[src/rtl/upsamp_pkg.sv]
// Shared constants, state encoding and rate helper for the upsampler controller.
package upsamp_pkg;

  localparam int NUM_TAPS = 71;
  localparam int SYM_W    = 4;
  localparam int COEF_W   = 8;
  localparam int RATE_W   = 9;
  localparam int ADDR_W   = 7;

  typedef enum logic [1:0] {
    ST_IDLE  = 2'd0,
    ST_LOAD  = 2'd1,
    ST_RUN   = 2'd2,
    ST_DRAIN = 2'd3
  } state_t;

  // A rate of zero is meaningless for zero-stuffing, so it is promoted to 1.
  function automatic logic [RATE_W-1:0] eff_rate(input logic [RATE_W-1:0] rate);
    return (rate == '0) ? RATE_W'(1) : rate;
  endfunction

endpackage

[src/rtl/upsamp_phase_cnt.sv]
// Phase counter: holds the effective rate and counts 0..R_eff-1 while enabled.
module upsamp_phase_cnt
  import upsamp_pkg::*;
(
  input  logic              clk,
  input  logic              rst_n,
  input  logic              load,
  input  logic [RATE_W-1:0] rate,
  input  logic              clr,
  input  logic              en,
  output logic [RATE_W-1:0] phase,
  output logic              phase_zero
);

  logic [RATE_W-1:0] r_eff;

  // Latch the rate on load, restart on clr, otherwise advance and wrap at R_eff-1.
  always_ff @(posedge clk or negedge rst_n) begin
    if (!rst_n) begin
      r_eff <= RATE_W'(1);
      phase <= '0;
    end else if (load) begin
      r_eff <= eff_rate(rate);
      phase <= '0;
    end else if (clr) begin
      phase <= '0;
    end else if (en) begin
      if (phase >= r_eff - RATE_W'(1)) begin
        phase <= '0;
      end else begin
        phase <= phase + RATE_W'(1);
      end
    end
  end

  assign phase_zero = (phase == '0);

endmodule

[src/rtl/upsamp_ctrl.sv]
// Upsampler controller: loads FIR coefficients, then zero-stuffs a symbol
// stream by R_eff, and flushes the FIR with zeros on stop.
//
// Handshakes: a transfer happens on a rising edge where valid and ready are
// both 1; ready never depends on valid, and a source keeps valid/data stable
// until it sees the transfer.
module upsamp_ctrl #(
  parameter int NUM_TAPS = upsamp_pkg::NUM_TAPS,
  parameter int SYM_W    = upsamp_pkg::SYM_W,
  parameter int COEF_W   = upsamp_pkg::COEF_W
) (
  input  logic              clk,
  input  logic              rst_n,
  input  logic              cfg_start,
  input  logic              cfg_stop,
  input  logic [8:0]        cfg_rate,
  input  logic [COEF_W-1:0] coef_in,
  input  logic              coef_valid,
  output logic              coef_ready,
  output logic [6:0]        coef_addr,
  output logic [COEF_W-1:0] coef_wdata,
  output logic              coef_we,
  input  logic [SYM_W-1:0]  sym_in,
  input  logic              sym_valid,
  output logic              sym_ready,
  output logic [SYM_W-1:0]  up_data,
  output logic              up_valid,
  output logic              busy,
  output logic              done,
  output logic              underrun,
  output logic [1:0]        state
);

  import upsamp_pkg::*;

  localparam logic [ADDR_W-1:0] LAST_TAP   = ADDR_W'(NUM_TAPS - 1);
  localparam logic [ADDR_W-1:0] LAST_DRAIN = ADDR_W'(NUM_TAPS - 2);

  state_t            st;
  logic [ADDR_W-1:0] tap_cnt;   // coefficient index in LOAD, flush count in DRAIN
  logic              stop_pend;
  logic [RATE_W-1:0] phase;
  logic              phase_zero;

  logic start_acc;
  logic coef_hs;
  logic sym_hs;
  logic last_tap_wr;
  logic stop_now;

  assign start_acc   = (st == ST_IDLE) && cfg_start;
  assign coef_ready  = (st == ST_LOAD);
  assign coef_hs     = coef_valid && coef_ready;
  assign last_tap_wr = coef_hs && (tap_cnt == LAST_TAP);
  // A pending stop takes the next phase-0 slot instead of a new symbol.
  assign stop_now    = (st == ST_RUN) && phase_zero && stop_pend;
  assign sym_ready   = (st == ST_RUN) && phase_zero && !stop_pend;
  assign sym_hs      = sym_valid && sym_ready;
  assign busy        = (st != ST_IDLE);
  assign state       = st;

  upsamp_phase_cnt u_phase (
    .clk        (clk),
    .rst_n      (rst_n),
    .load       (start_acc),
    .rate       (cfg_rate),
    .clr        (last_tap_wr),
    .en         (st == ST_RUN),
    .phase      (phase),
    .phase_zero (phase_zero)
  );

  // Control FSM with registered write-port, sample and status outputs.
  always_ff @(posedge clk or negedge rst_n) begin
    if (!rst_n) begin
      st         <= ST_IDLE;
      tap_cnt    <= '0;
      stop_pend  <= 1'b0;
      coef_addr  <= '0;
      coef_wdata <= '0;
      coef_we    <= 1'b0;
      up_data    <= '0;
      up_valid   <= 1'b0;
      done       <= 1'b0;
      underrun   <= 1'b0;
    end else begin
      coef_we  <= 1'b0;
      up_valid <= 1'b0;
      up_data  <= '0;
      done     <= 1'b0;
      case (st)
        ST_IDLE: begin
          if (cfg_start) begin
            underrun  <= 1'b0;
            tap_cnt   <= '0;
            stop_pend <= 1'b0;
            st        <= ST_LOAD;
          end
        end
        ST_LOAD: begin
          if (coef_hs) begin
            coef_we    <= 1'b1;
            coef_wdata <= coef_in;
            coef_addr  <= tap_cnt;
            if (last_tap_wr) begin
              tap_cnt <= '0;
              st      <= ST_RUN;
            end else begin
              tap_cnt <= tap_cnt + ADDR_W'(1);
            end
          end
        end
        ST_RUN: begin
          if (stop_now) begin
            // The stop slot opens no new symbol period, so no sample here.
            stop_pend <= 1'b0;
            tap_cnt   <= '0;
            st        <= ST_DRAIN;
          end else begin
            up_valid <= 1'b1;
            if (sym_hs) begin
              up_data <= sym_in;
            end else if (phase_zero) begin
              underrun <= 1'b1;
            end
            if (cfg_stop) begin
              stop_pend <= 1'b1;
            end
          end
        end
        ST_DRAIN: begin
          up_valid <= 1'b1;
          if (tap_cnt == LAST_DRAIN) begin
            tap_cnt <= '0;
            done    <= 1'b1;
            st      <= ST_IDLE;
          end else begin
            tap_cnt <= tap_cnt + ADDR_W'(1);
          end
        end
        default: st <= ST_IDLE;
      endcase
    end
  end

endmodule
[config.mk]
export PLATFORM = sky130hd
export DESIGN_NAME = upsamp_ctrl
export DESIGN_NICKNAME = d
export VERILOG_FILES = /design/src/rtl/upsamp_pkg.sv /design/src/rtl/upsamp_phase_cnt.sv /design/src/rtl/upsamp_ctrl.sv
export SDC_FILE = /design/constraint.sdc
export NUM_CORES = 1
export LEC_CHECK = 0
export BUFFER_PORTS_ARGS = -buffer_cell sky130_fd_sc_hd__buf_2
export CELL_PAD_IN_SITES_DETAIL_PLACEMENT = 1
export CELL_PAD_IN_SITES_GLOBAL_PLACEMENT = 1
export CORE_AREA = 2 2 99 101
export CTS_BUF_LIST = sky130_fd_sc_hd__clkbuf_4 sky130_fd_sc_hd__clkbuf_8 sky130_fd_sc_hd__clkbuf_16
export DETAILED_ROUTE_END_ITERATION = 8
export DIE_AREA = 0 0 101 103
export PLACE_DENSITY_LB_ADDON = 0.08
export SYNTH_ARGS = -nofsm -noshare
export SYNTH_HDL_FRONTEND = slang
export SYNTH_HIERARCHICAL = 1
export SYNTH_SLANG_ARGS = --single-unit
export TNS_END_PERCENT = 100
[constraint.sdc]
create_clock -name clk -period 2.5 [get_ports clk]
set_input_delay 0.5 -clock clk [delete_from_list [all_inputs] [get_ports clk]]
set_output_delay 0.5 -clock clk [all_outputs]
set_load 0.05 [all_outputs]
# Word-level counts from Yosys, hierarchy flattened
# Cells that the tools add are included.
[word_totals]
regBits = 51
latchBits = 0
ram_bits = 0
romBits = 0
inputBits = 27
out_inout_bits = 28
elab_cells = 83
n_memories = 0
[classes]
n_addsub = 3
n_mul = 0
n_div = 0
order_cmp = 1
n_eq_ne = 14
n_shift = 0
mux = 34
bitwise = 0
n_reduce_logical = 19
[op_table]
columns = ["operator", "count"]
rows = [
  ["9-bit 2-to-1 mux", 5],
  ["7-bit 2-to-1 mux", 5],
  ["7-bit case mux with 4 select lines", 1],
  ["9-bit zero test", 2],
  ["7-bit equality test (second input constant)", 2],
  ["4-bit 2-to-1 mux", 3],
  ["2-bit != test (second input constant)", 6],
  ["1-bit 2-to-1 mux", 11],
  ["2-bit 2-to-1 mux", 5],
  ["5-bit AND reduction", 2],
  ["9-bit by 1-bit adder with 9-bit output (second input constant)", 1],
  ["9-bit >= comparator", 1],
  ["9-bit by 1-bit subtractor with 9-bit output (second input constant)", 1],
  ["2-bit case mux with 4 select lines", 1],
  ["7-bit by 1-bit adder with 7-bit output (second input constant)", 1],
  ["1-bit logical AND", 7],
  ["1-bit case mux with 2 select lines", 3],
  ["3-bit AND reduction", 2],
  ["2-bit equality test (second input constant)", 2],
  ["2-bit by 1-bit != test with 1-bit output (second input constant)", 2],
  ["2-bit nonzero test", 2],
  ["3-bit != test (second input constant)", 1],
  ["3-bit nonzero test", 1],
  ["2-bit by 1-bit equality test with 1-bit output (second input constant)", 1],
  ["3 further kinds", 3],
]

# Depth between registers and ports, before layout
# Gate-level depths: netlist (run 1).
[logic_depth]
depth_word = 7
ltp_mapped = 12
mapped_depth_nobuf = 11

# Modules after synthesis
# The synthesis (run 1) kept the hierarchy.
[modules_own_cells]
columns = ["module", "n_inst", "cells_per_inst", "area_each_um2", "seq_area_each_um2"]
rows = [
  ["upsamp_ctrl", 1, 131, 1560.2, 825.8],
  ["upsamp_phase_cnt", 1, 120, 1159.9, 451.7],
]

# Worst setup path before layout (run 1)
# No wires, ideal clock.
[synth_path]
kind = "register -> register"
from = "register st[1], in the netlist state[1]"
to = "register u_phase.phase[2]"
setup_ns = 0.082
t_arrival_ns = 3.013
required_time_ns = 2.418
path_slack_ns = -0.595
path_stages_with_launch = 12
path_buffers = 2
period_less_slack_ns = 3.095
path_cell_list = "dfrtp_1 > inv_1 > ha_1 > nand2_1 > clkbuf_1 > nor3_1 > nor4b_1 > o21ai_1 > a211oi_2 > buf_4 > a21oi_1 > a31oi_1"
[synth_between]
elab_chain_len = 5
elab_cells_between_ends = 9
classes_between = "eq/ne: 2; mux: 2; reduce/logical: 5"
[synth_rtl]
columns = ["item", "line", "text"]
rows = [
  ["start: declaration", "upsamp_ctrl.sv:39", "state_t st;"],
  ["start signal: assignment", "upsamp_ctrl.sv:76", "st <= ST_IDLE;"],
  ["start signal: assignment", "upsamp_ctrl.sv:97", "st <= ST_LOAD;"],
  ["start signal: assignment", "upsamp_ctrl.sv:107", "st <= ST_RUN;"],
  ["2-bit by 1-bit equality test with 1-bit output (*)", "upsamp_ctrl.sv:52", "assign coef_ready = (st == ST_LOAD);"],
  ["named net coef_ready", "upsamp_ctrl.sv:19", "output logic coef_ready,"],
  ["1-bit logical AND (*)", "upsamp_ctrl.sv:53", "assign coef_hs = coef_valid && coef_ready;"],
  ["1-bit logical AND (*)", "upsamp_ctrl.sv:54", "assign last_tap_wr = coef_hs && (tap_cnt == LAST_TAP);"],
  ["named net last_tap_wr", "upsamp_ctrl.sv:48", "logic last_tap_wr;"],
  ["9-bit 2-to-1 mux", "upsamp_phase_cnt.sv:25", "end else if (clr) begin"],
  ["9-bit 2-to-1 mux", "upsamp_phase_cnt.sv:22", "end else if (load) begin"],
  ["end signal: assignment", "upsamp_phase_cnt.sv:31", "phase <= phase + RATE_W'(1);"],
  ["end: declaration", "upsamp_phase_cnt.sv:11", "output logic [RATE_W-1:0] phase,"],
]
# The timed path passes the listed nets; every way through them passes the cells marked *.
# A chain may end at the register's enable or synchronous reset.

# Worst setup path after layout (run 1)
[layout_path]
from = "register u_phase.r_eff[3]"
to = "register u_phase.phase[6]"
[layout_between]
elab_chain_len = 6
[layout_rtl]
columns = ["item", "line", "text"]
rows = [
  ["start: declaration", "upsamp_phase_cnt.sv:15", "logic [RATE_W-1:0] r_eff;"],
  ["start signal: assignment", "upsamp_phase_cnt.sv:23", "r_eff <= eff_rate(rate);"],
  ["9-bit by 1-bit subtractor with 9-bit output", "upsamp_phase_cnt.sv:28", "if (phase >= r_eff - RATE_W'(1)) begin"],
  ["9-bit >= comparator", "upsamp_phase_cnt.sv:28", ""],
  ["9-bit 2-to-1 mux", "upsamp_phase_cnt.sv:28", ""],
  ["9-bit 2-to-1 mux", "upsamp_phase_cnt.sv:27", "end else if (en) begin"],
  ["9-bit 2-to-1 mux", "upsamp_phase_cnt.sv:25", ""],
  ["9-bit 2-to-1 mux", "upsamp_phase_cnt.sv:22", ""],
]
# Every way passes these cells. The select of a mux whose other input is x is not followed.

==> impl_summary.md, run 1 <==
Outcome
The flow ran to the end, but the final reports show violations. The final reports fail on setup timing.

Power
Of the total power, the clock network draws 13.9%. Of the total power, the share spent switching nets is 46.2%. The total power divided by cell area is 1250 nW/um^2. The total chip power is 4.32 mW. The internal power is 2.32 mW.

Sequential cells burn 30.7% of the power. In this run, the combinational gates consume 55.4% of the power. The peak supply drop is 0.449 mV. The power spent charging and discharging nets is 1.99 mW. The leakage power of the design is 1.66 nW.

Floorplanning
The area of the die is 10400 um^2. The horizontal die dimension is 101 um. The top-level port count is 55. In this run the vertical extent of the chip is 103 um. Once the floorplan was initialized, standard cells occupied 28.8% of the core.

The floorplan has 36 rows. The region available for standard cell placement spans 9460 um^2.

Place
The quantity of I/O buffers inserted on ports is 54. Routability-driven placement finished with a final weighted congestion of 0.726. The placement-stage worst setup slack is -0.164 ns. The sum of net half-perimeters after detailed placement is 5070 um. The count of placed standard cells including taps is 433. Summing all placed instances gives a cell area of 3290 um^2.

Cells and area
The fill cell total of the finished layout is 1102. For this run, the number of standard cells in the final layout without fillers is 441. With fillers left out, the area of the finished cells amounts to 3450 um^2.

Relative to the synthesized area, the layout overhead comes to 26.7%. The register area is 1280 um^2. In the final layout, the multi-input gates occupy 1430 um^2. In the final design database the tool counted 373 nets. The antenna diode count is 0. The layout cell share with drive strength beyond 1 is 36.7%. For this run, the share of the core covered by cells in the final layout is 36.4%.

Synthesis
The most common flop cell mapped by yosys is sky130_fd_sc_hd__dfrtp_1. The number of enable-type register cells in the synthesized netlist is 0. The cell count after synthesis came out at 251.

The share of synthesized area in the top cell type comes to 46.0%. Ranked by total cell area, the synthesized netlist is headed by sky130_fd_sc_hd__dfrtp_1 (46%), sky130_fd_sc_hd__ha_1 (9.2%), sky130_fd_sc_hd__mux2_2 (8.7%). Synthesis produced a netlist with a net count of 298.

Summing every instance area after synthesis gives 2720 um^2. The most repeated cell in the gate-level netlist after synthesis is sky130_fd_sc_hd__dfrtp_1. The number of different library cells used by synthesis comes to 44. The share of synthesized area occupied by flip-flops and latches is 47.0%. In the synthesized netlist, the cells that appear most often are sky130_fd_sc_hd__dfrtp_1 (50), sky130_fd_sc_hd__mux2_2 (21), sky130_fd_sc_hd__ha_1 (20), sky130_fd_sc_hd__nand2_1 (20), sky130_fd_sc_hd__inv_1 (17). After synthesis the netlist holds a flip-flop and latch count of 51.

The post-synthesis cell type with the largest combined area is sky130_fd_sc_hd__dfrtp_1. The count of yosys warnings during synthesis is 6. Counting flops with an async set or reset pin after synthesis yields a share of 100%. The average cell area after synthesis is 10.8 um^2.

STA
The worst hold margin is 0.139 ns. Setup repair after global routing could not meet its margin everywhere. The max-slew headroom at the worst pin is 67.5%. Static timing analysis puts the maximum clock frequency at 392 MHz.

In the post-route analysis, the smallest setup slack over all paths is -0.0525 ns. At the pin with the least slew margin, the transition time is 0.487 ns. The count of final hold-check violations is 0. The number of max-slew violations in the final report came to 0. Adding up every negative setup slack in the final design gives -0.105 ns. After layout, the minimum clock period comes to 2.55 ns. The clock skew after layout is 0.00834 ns.

The total of endpoints with negative setup slack in the final report is 3. Of the available clock period, the critical path in the final layout requires 102%.

Clock network
The clock network latency to the later pin of the worst-skew pair is 0.31 ns. The maximum clock path buffer count is 2. TritonCTS built the clock tree. In this run the number of H-tree levels came out at 2.

The TritonCTS buffer count is 5. The clock transition time at the flip-flop clock pins of the worst setup and hold paths is 0.10 ns. The number of clock sinks is 51. The clock tree root buffer cell is sky130_fd_sc_hd__clkbuf_8.

Routing
The first detailed-routing pass ran for 4 iterations. The detailed-route via count is 2147. Using the TritonRoute via totals, the vias-per-cell ratio works out to 4.87.

The DRC violation total after the first TritonRoute iteration is 45. After detailed routing, the average wire length per cell comes to 15.0 um. The number of DRC violations after detailed routing is 0.

Once detail routing completed, the nets flagged for antenna violations numbered 0. For this block, the routed nets add up to 6610 um of wire.

GRT
The first global-routing pass estimated 11000 um of wire. For this run, the total global-route usage over all layers was measured as 13.5%. The total congestion overflow after global routing is 0. The number of antenna violations at the first check in global routing is 0.

The via count of the first global-routing pass is 2204. The pin count of the biggest net entering global routing is 33.

Critical path
The worst setup path is captured at a flip-flop. In this run the critical register-to-register path is launched from u_phase/r_eff[3]. The first element of the critical path is u_phase/r_eff[3]. The kind of critical path is flip-flop to flip-flop. For the worst setup path, the data required time is 2.70 ns. In this run the worst path has a maximum fanout of 8. STA puts the critical path data arrival time at 2.75 ns. The worst setup path is launched from a flip-flop.

Run
The max capacitance violation total is 0.

Worst hold path
The path class of the tightest hold or removal check is input pin to async pin.
[kinds of logic (layout without fill, tap and decap cells)]
group | after synthesis | count (layout) | synth area share [%]
buffers and inverters | 21 | 97 | 3.04
adders and majority gates | 20 | 20 | 9.20
muxes | 24 | 24 | 9.98
and+or+nand+nor | 80 | 80 | 15.5
xor gates and xnor gates | 9 | 9 | 2.90
AOI/OAI and AO/OA | 46 | 46 | 12.5
DFF | 51 | 51 | 47.0
[flip-flops by register name, indices dropped and copies added (netlist names)]
register / count
up_data: 4
u_phase/r_eff: 9
u_phase/phase: 9
coef_wdata: 8
tap_cnt: 7
underrun: 1
state: 2
done: 1
stop_pend: 1
coef_addr: 7
coef_we: 1
up_valid: 1
[cell usage in the layout (no fill, tap or decap), drive strengths merged, types with 3 or more instances in the layout]
| cell | count |
|---|---|
| a21oi | 10 |
| nor3 | 7 |
| nand3 | 10 |
| dfrtp | 50 |
| a22o | 4 |
| and2 | 3 |
| a2111oi | 3 |
| and3 | 7 |
| xnor2 | 8 |
| mux2 | 22 |
| buf | 72 |
| o21ai | 14 |
| clkbuf | 6 |
| a221o | 6 |
| nor2 | 13 |
| nand2 | 20 |
| ha | 20 |
| nor4 | 5 |
| inv | 17 |
| nor2b | 4 |
[power by group through the flow]
stage | clock, mW | sequential (mW) | combinational, mW
2_1_floorplan | 0 | 1.76 | 1.24
3_3_place_gp | 0 | 1.32 | 2.36
3_5_place_dp | 0 | 1.33 | 2.40
4_1_cts | 0.628 | 1.33 | 2.42
5_1_grt | 0.661 | 1.37 | 2.65
6_report | 0.601 | 1.32 | 2.39
[final cells by class]
type	instances	area share [%]
clock buffers	6	2.21
clock inverters	2	1.09
inverters	17	1.85
multi-input cells	179	41.4
flip-flops and latches	51	37.1
well taps	114	4.14
repair buffers	72	12.2
[repair_timing]
| action | 4_1_cts | 5_1_grt |
|---|---|---|
| setup buffers | 0 | 0 |
| gates resized for setup | 4 | 5 |
| hold buffers | 0 | 0 |
| setup endpoints to repair | 10 | 10 |
| pin swaps | 1 | 4 |
[per-layer routing]
layer,share of wire [%],track usage (%),wire [um],vias up
met1,49,18.2,3230,1038
met4,0.97,3.64,64,0
met5,0,0,0,-
li1,-,-,-,1056
met2,46,22.2,3030,48
met3,4.3,2.58,285,5
[worst max-delay path, cell delays in order (launching register included)]
cell and delay [ns]:
sky130_fd_sc_hd__dfrtp_1 0.40, sky130_fd_sc_hd__or4_4 0.59, sky130_fd_sc_hd__nor4_4 0.16, sky130_fd_sc_hd__xnor2_1 0.12, sky130_fd_sc_hd__ha_1 0.30, sky130_fd_sc_hd__nand4_1 0.13
sky130_fd_sc_hd__nor2_1 0.15, sky130_fd_sc_hd__a211oi_2 0.09, sky130_fd_sc_hd__buf_4 0.18, sky130_fd_sc_hd__a21o_1 0.17, sky130_fd_sc_hd__a22o_1 0.17
[final timing paths]
path / cells past startpoint / slack [ns] / endpoint
worst max-delay path: 10 / -0.05 / u_phase/phase[6]
worst min-delay path: 1 / 0.14 / up_data[0]
worst max register to register: 10 / -0.05 / u_phase/phase[6]
worst min register to register: 2 / 0.48 / coef_addr[1]
max in group asynchronous: 2 / 1.75 / u_phase/r_eff[0]
min in group clk: 2 / 0.41 / coef_wdata[2]
Power figures use the tool's default switching activity.
==> run 2, diff against run 1 <==
--- a/config.mk
+++ b/config.mk
@@ -13,6 +13,8 @@
 export DETAILED_ROUTE_END_ITERATION = 8
 export DIE_AREA = 0 0 101 103
 export PLACE_DENSITY_LB_ADDON = 0.08
+export RECOVER_POWER = 25
+export SETUP_SLACK_MARGIN = 0.1
 export SYNTH_ARGS = -nofsm -noshare
 export SYNTH_HDL_FRONTEND = slang
 export SYNTH_HIERARCHICAL = 1
==> impl_summary.md, run 2 (synthesized netlist as in run 1, its figures left out) <==
Place
The global placer's final weighted congestion is 0.750 (+3.4%). The count of placed standard cells including taps is 435 (+0.46%). The quantity of I/O buffers inserted on ports is 54 (unchanged). The sum of net half-perimeters after detailed placement is 5190 um (+2.3%).

Critical path
Walking the worst path, the cells encountered are or4_4 -> nor4_4 -> xnor2_1 -> ha_1 -> nand4_1 -> nor2_2 -> a211oi_2 -> buf_4 -> a21oi_1 -> a31oi_1. The critical path data arrival time is 2.82 ns (+0.07 ns). The data required time at the worst endpoint came to 2.72 ns (+0.02 ns). The largest fanout on the critical path was 4 (-4). The largest incremental delay on the critical path is 0.59 ns (about the same). The kind of end point of the critical path is a flip-flop.

The kind of critical path is flip-flop to flip-flop. On the critical path, the stage with the largest delay is an instance of sky130_fd_sc_hd__or4_4. The worst setup path is launched from a flip-flop.

Worst hold path
In this run the worst hold path is classified as input pin to async pin.

Clock network
The maximum level of the CTS H-tree is 2 (unchanged). The clock tree root buffer cell is sky130_fd_sc_hd__clkbuf_8. The TritonCTS clock tree is yes.

The maximum clock path buffer count was 2 (unchanged). The TritonCTS buffer count is 5 (unchanged). The number of clock sinks is 51 (unchanged). The clock network latency to the later pin of the worst-skew pair is 0.31 ns (about the same). The clock transition time at the flip-flop clock pins of the worst setup and hold paths is 0.10 ns (about the same). The hold buffer count at CTS is 0 (unchanged).

GRT
The wire length of the first global-routing pass is 11400 um (+3.4%). The number of antenna violations at the first check in global routing came to 0 (unchanged). The total congestion overflow after global routing came to 0 (unchanged). The combined global-route utilization of all metal layers came to 14.0% (+0.58 points).

The via count of the first global-routing pass is 2255 (+2.3%). The pin count of the biggest net entering global routing is 34 (+3.0%).

Floorplanning
The floorplan core area is 9460 um^2 (unchanged). The area of the die came to 10400 um^2 (unchanged). The height of the chip is 103 um (unchanged).

The horizontal die dimension is 101 um (unchanged). The top-level port count came to 55 (unchanged). The starting density of the core came to 28.8% (unchanged).

The cell row count is 36 (unchanged).

STA
The slew at the pin with the worst max-slew slack is 1.03 ns (+0.540 ns). The total negative slack for setup checks was -0.494 ns (-0.389 ns). The clock skew after layout is 0.0113 ns (+0.00293 ns). The count of final hold-check violations was 0 (unchanged). The total of endpoints with negative setup slack in the final report is 8 (+5). The worst setup slack after layout came to -0.0976 ns (-0.0451 ns). The post-route fraction of the period consumed by the critical path was 104% (+1.8 points).

Setup repair after global routing could not meet its margin everywhere. The minimum period implied by the final worst setup slack is 2.60 ns (+0.0451 ns). The max-slew headroom at the worst pin is 31.5% (-36 points). The number of max-slew violations in the final report is 0 (unchanged). The maximum clock frequency is 385 MHz (-1.7%).

Cells and area
The fill cell total of the finished layout is 1080 (-2.0%). The largest registers in the layout are u_phase/phase: 9 flops, u_phase/r_eff: 9 flops, coef_wdata: 8 flops. The final standard cell utilization of the core came to 36.9% (+0.42 points). The filler-free cell count of the finished design is 443 (+0.45%).

The antenna diode count is 0 (unchanged). The library cells used most frequently in the layout, excluding fill and tap cells, are sky130_fd_sc_hd__buf_2 (52), sky130_fd_sc_hd__dfrtp_1 (48), sky130_fd_sc_hd__mux2_2 (21). The number of nets at the end of the flow is 376 (+0.80%).

The most common cell after layout, fill and taps aside is sky130_fd_sc_hd__buf_2. The layout cell share with drive strength beyond 1 is 38.9% (+2.2 points). The relative area change from synthesis to final layout is 28.2%.

Power
The leakage power of the design is 1.68 nW (+0.98%). The total chip power is 4.39 mW (+1.6%). The total power divided by cell area is 1260 nW/um^2 (+0.41%). The peak supply drop is 0.409 mV (-9.1%).

Outcome
The flow ran to the end, but the final reports show violations. The checks that failed: setup timing.

Routing
The post-detailed-route wirelength per cell is 15.1 um (+0.93%). The remaining antenna violation count was 0 (unchanged). The detailed-route via count was 2189 (+2.0%). The number of DRC violations after detailed routing is 0 (unchanged).

The detailed-router iteration count before antenna repair was 4 (unchanged). The DRC violation total after the first TritonRoute iteration is 41 (-8.9%). The per-cell via count in the routed design is 4.94 (+1.5%). The total routed wirelength is 6700 um (+1.4%).

Run
The max capacitance violation total is 0 (unchanged).
==> run 2: cell count changes in the layout (fill, tap and decap cells not counted), sizes merged <==
cell    previous run  this run
buf               72        73
clkbuf             6         7
==> run 2: timing repair <==
| item | CTS | global route |
|---|---|---|
| resized for setup | 8 | 7 |
| setup buffers | 0 | 1 |
| endpoints found under the setup margin | 10 | 10 |
| pin swaps | 3 | 5 |
| hold endpoints to repair | 0 | 0 |
==> run 2: final cells by class <==
cell class / count / area, um^2 / area share [%]
clock buffer: 5 / 68.8 / 1.97
clock inverter: 2 / 37.5 / 1.08
inverter: 17 / 63.8 / 1.83
multi-input combinational: 179 / 1450 / 41.6
sequential: 51 / 1280 / 36.7
tap: 114 / 143 / 4.09
timing repair buffer: 75 / 443 / 12.7
==> run 2: path summary, 6_finish.rpt <==
| kind | from | endpoint | slack (ns) | cells past startpoint |
|---|---|---|---|---|
| setup / recovery | u_phase/r_eff[4] | u_phase/phase[2] | -0.1 | 10 |
| hold / removal | rst_n | up_data[3] | 0.34 | 1 |
| max in group asynchronous | rst_n | state[0] | 0.74 | 2 |
| min in group clk | cfg_rate[1] | u_phase/r_eff[1] | 0.41 | 3 |
| hold reg to reg | coef_addr[0] | coef_addr[0] | 0.49 | 2 |
| setup reg to reg | u_phase/r_eff[4] | u_phase/phase[2] | -0.1 | 10 |
==> run 2: layer usage <==
metal / track usage (%) / part of all wire (%) / vias to the layer above
met1: 18.0 / 47 / 1081
met5: 0 / 0 / -
met4: 4.05 / 1.3 / 0
li1: - / - / 1061
met2: 23.9 / 48 / 40
met3: 2.98 / 4.2 / 7
==> run 2: per-stage QoR <==
step / cell area (um^2) / setup WS, ns / hold slack, ns
after CTS: 3460 / -0.110 / 0.140
after floorplan: 2780 / 0.0956 / 0.204
after detailed placement: 3330 / -0.0673 / 0.469
after global placement: 3330 / -0.0146 / 0.461
after global routing: 3490 / -0.271 / 0.414
final: 3490 / -0.0976 / 0.337
==> run 2: worst max-delay path: cells and delay by family (launching register included) <==
family                   cells  cell delay, ns
AND/OR/NAND/NOR              4            0.97
XOR/XNOR                     1            0.16
AO/OA/AOI/OAI                3            0.53
adder cells (fa/ha/maj)      1            0.27
buffers and inverters        1            0.20
flip-flops                   1            0.39
==> run 2: report_power, final <==
part           internal, mW  total [mW]  switching (mW)  leakage, nW
clock network         0.293       0.580           0.286       0.0502
logic                 0.982        2.48            1.50        0.971
registers              1.10        1.33           0.230        0.657
==> run 3, diff against run 2 <==
--- a/config.mk
+++ b/config.mk
@@ -9,7 +9,7 @@
 export CELL_PAD_IN_SITES_DETAIL_PLACEMENT = 1
 export CELL_PAD_IN_SITES_GLOBAL_PLACEMENT = 1
 export CORE_AREA = 2 2 99 101
-export CTS_BUF_LIST = sky130_fd_sc_hd__clkbuf_4 sky130_fd_sc_hd__clkbuf_8 sky130_fd_sc_hd__clkbuf_16
+export CTS_BUF_LIST = sky130_fd_sc_hd__clkbuf_16
 export DETAILED_ROUTE_END_ITERATION = 8
 export DIE_AREA = 0 0 101 103
 export PLACE_DENSITY_LB_ADDON = 0.08
==> impl_summary.md, run 3 (synthesized netlist as in run 1, its figures left out) <==
Outcome
The checks that failed: setup timing. The flow ran to the end, but the final reports show violations.

Cells and area
The final standard cell utilization of the core is 37.7% (+0.85 points). The filler-free cell count of the finished design came to 444 (+0.23%). The largest registers in the layout are u_phase/phase: 9 flops, u_phase/r_eff: 9 flops, coef_wdata: 8 flops.

The fill cell total of the finished layout was 1077 (-0.28%). The area growth from synthesis to layout is 31.1%. Leaving out fill and tap cells, the most frequent cells in the layout are sky130_fd_sc_hd__buf_2 (52), sky130_fd_sc_hd__dfrtp_1 (48), sky130_fd_sc_hd__mux2_2 (21).

The layout cell share with drive strength beyond 1 is 39.4% (+0.49 points). The antenna diode count is 0 (unchanged). The most common cell after layout, fill and taps aside is sky130_fd_sc_hd__buf_2. The number of nets at the end of the flow came to 377 (+0.27%).

Critical path
The largest fanout on the critical path came to 3 (-1). The buffering stage count on the worst path with inverters included is 1 (unchanged). The largest incremental delay on the critical path is 0.58 ns (about the same). STA classifies the critical path endpoint as a flip-flop. Among cell families on the critical path, the largest total delay comes from simple AND/OR/NAND/NOR gates.

The standard cell with the maximum stage delay on the critical path is sky130_fd_sc_hd__or4_4. Traced cell by cell, the critical path runs through or4_4 -> nor4_4 -> xnor2_1 -> ha_1 -> nand4_1 -> nor2_1 -> a211oi_2 -> buf_4 -> and3_4 -> a221o_1. The critical path data arrival time came to 2.75 ns (-0.07 ns). The kind of critical path is flip-flop to flip-flop.

The nature of the critical path startpoint is a flip-flop. The data required time at the worst endpoint is 2.67 ns (-0.05 ns).

Place
The global placer's final weighted congestion is 0.750 (unchanged). The count of placed standard cells including taps is 435 (unchanged). The quantity of I/O buffers inserted on ports is 54 (unchanged). The sum of net half-perimeters after detailed placement came to 5190 um (unchanged).

Floorplanning
The height of the chip is 103 um (unchanged). The top-level port count is 55 (unchanged). The cell row count is 36 (unchanged).

The area of the die is 10400 um^2 (unchanged). The starting density of the core was 28.8% (unchanged). The floorplan core area came to 9460 um^2 (unchanged). The horizontal die dimension is 101 um (unchanged).

Clock network
TritonCTS built the clock tree. The maximum clock path buffer count is 2 (unchanged). The clock transition time at the flip-flop clock pins of the worst setup and hold paths is 0.06 ns (-0.04 ns). The number of clock sinks is 51 (unchanged). The clock network latency to the later pin of the worst-skew pair is 0.29 ns (-0.02 ns).

CTS placed an instance of sky130_fd_sc_hd__clkbuf_16 at the clock tree root. The TritonCTS buffer count is 5 (unchanged). The maximum level of the CTS H-tree is 2 (unchanged).

GRT
The total congestion overflow after global routing is 0 (unchanged). The via count of the first global-routing pass is 2269 (+0.62%). The wire length of the first global-routing pass was 11300 um (-1.0%). The combined global-route utilization of all metal layers is 13.8% (-0.20 points).

The number of antenna violations at the first check in global routing is 0 (unchanged). The pin count of the biggest net entering global routing was 34 (unchanged).

Power
The leakage power of the design is 1.72 nW (+2.4%). The peak supply drop was 0.482 mV (+18%). The total power divided by cell area is 1290 nW/um^2 (+2.6%).

STA
The max-slew headroom at the worst pin is 31.7% (+0.24 points). The slew at the pin with the worst max-slew slack came to 1.02 ns (-0.00355 ns). The worst setup slack after layout is -0.0814 ns (+0.0162 ns). The post-route fraction of the period consumed by the critical path is 103% (-0.65 points). The maximum clock frequency is 387 MHz (+0.63%). The number of max-slew violations in the final report was 0 (unchanged). The minimum period implied by the final worst setup slack was 2.58 ns (-0.0162 ns). Setup repair after global routing could not meet its margin everywhere. The count of final hold-check violations came to 0 (unchanged). The total of endpoints with negative setup slack in the final report is 7 (-1).

The clock skew after layout is 0.00682 ns (-0.00444 ns).

Routing
The detailed-router iteration count before antenna repair is 3 (-1). The per-cell via count in the routed design came to 4.93 (-0.18%). The post-detailed-route wirelength per cell is 14.9 um (-1.4%).

The number of DRC violations after detailed routing is 0 (unchanged). The detailed-route via count is 2190 (+0.046%). The remaining antenna violation count is 0 (unchanged). The total routed wirelength is 6620 um (-1.2%). The DRC violation total after the first TritonRoute iteration came to 36 (-12%).

Worst hold path
The min-delay analysis places its worst path in the category input pin to async pin.

Run
The max capacitance violation total is 0 (unchanged).
==> run 3: cell count changes in the layout (fill, tap and decap cells not counted), sizes merged <==
cell / delta
buf: +1
==> run 3: worst paths after layout <==
check	start	to	slack (ns)	depth (start not counted)
hold reg to reg	coef_addr[0]	coef_addr[0]	0.48	2
min in group clk	coef_in[2]	coef_wdata[2]	0.44	2
setup / recovery	u_phase/r_eff[4]	u_phase/phase[8]	-0.08	10
setup reg to reg	u_phase/r_eff[4]	u_phase/phase[8]	-0.08	10
max in group asynchronous	rst_n	state[1]	0.71	2
hold / removal	rst_n	underrun	0.37	1
==> run 3: cell type report <==
cell class | instances | area, um^2 | share of cell area [%]
clock buffer | 5 | 125 | 3.51
multi-input combinational | 179 | 1460 | 41.0
sequential | 51 | 1280 | 35.9
inverter | 17 | 63.8 | 1.79
clock inverter | 2 | 37.5 | 1.05
tap | 114 | 143 | 4.00
timing repair buffer | 76 | 454 | 12.7
==> run 3: what timing repair did <==
| action | CTS | global route |
|---|---|---|
| pin swaps | 2 | 5 |
| hold buffers | 0 | 0 |
| resized for setup | 9 | 10 |
| buffers inserted | 1 | 1 |
| endpoints found under the setup margin | 10 | 10 |
| endpoints found under the hold margin | 0 | 0 |
==> run 3: worst reg2reg max path: stages, from the launching register on <==
cell and delay [ns]:
sky130_fd_sc_hd__dfrtp_1 0.38, sky130_fd_sc_hd__or4_4 0.58, sky130_fd_sc_hd__nor4_4 0.17, sky130_fd_sc_hd__xnor2_1 0.10, sky130_fd_sc_hd__ha_1 0.30, sky130_fd_sc_hd__nand4_1 0.12
sky130_fd_sc_hd__nor2_1 0.14, sky130_fd_sc_hd__a211oi_2 0.11, sky130_fd_sc_hd__buf_4 0.16, sky130_fd_sc_hd__and3_4 0.15, sky130_fd_sc_hd__a221o_1 0.25
==> run 3: through the flow <==
| stage | total power, mW | area (um^2) | TNS (ns) | hold WS, ns | setup slack [ns] |
|---|---|---|---|---|---|
| floorplan | 3.04 | 2780 | 0 | 0.204 | 0.0956 |
| global placement | 3.73 | 3330 | -0.0146 | 0.461 | -0.0146 |
| detailed placement | 3.77 | 3330 | -0.0909 | 0.469 | -0.0673 |
| CTS | 4.61 | 3530 | -0.330 | 0.173 | -0.105 |
| global route | 4.98 | 3570 | -1.56 | 0.441 | -0.228 |
| finish | 4.61 | 3570 | -0.221 | 0.367 | -0.0814 |
==> run 3: per-layer routing <==
metal	share of wire, %	vias up	GRT usage (%)
li1	-	1064	-
met1	48	1076	18.2
met2	46	42	22.7
met3	4.4	8	3.39
met4	1.5	0	4.16
met5	0	-	0
==> run 3: power breakdown <==
group | switching, mW | total [mW] | internal, mW | leakage [nW]
Sequential | 0.226 | 1.33 | 1.10 | 0.657
Combinational | 1.51 | 2.52 | 1.01 | 0.986
Clock | 0.297 | 0.764 | 0.467 | 0.0759
Total | 2.03 | 4.61 | 2.57 | 1.72
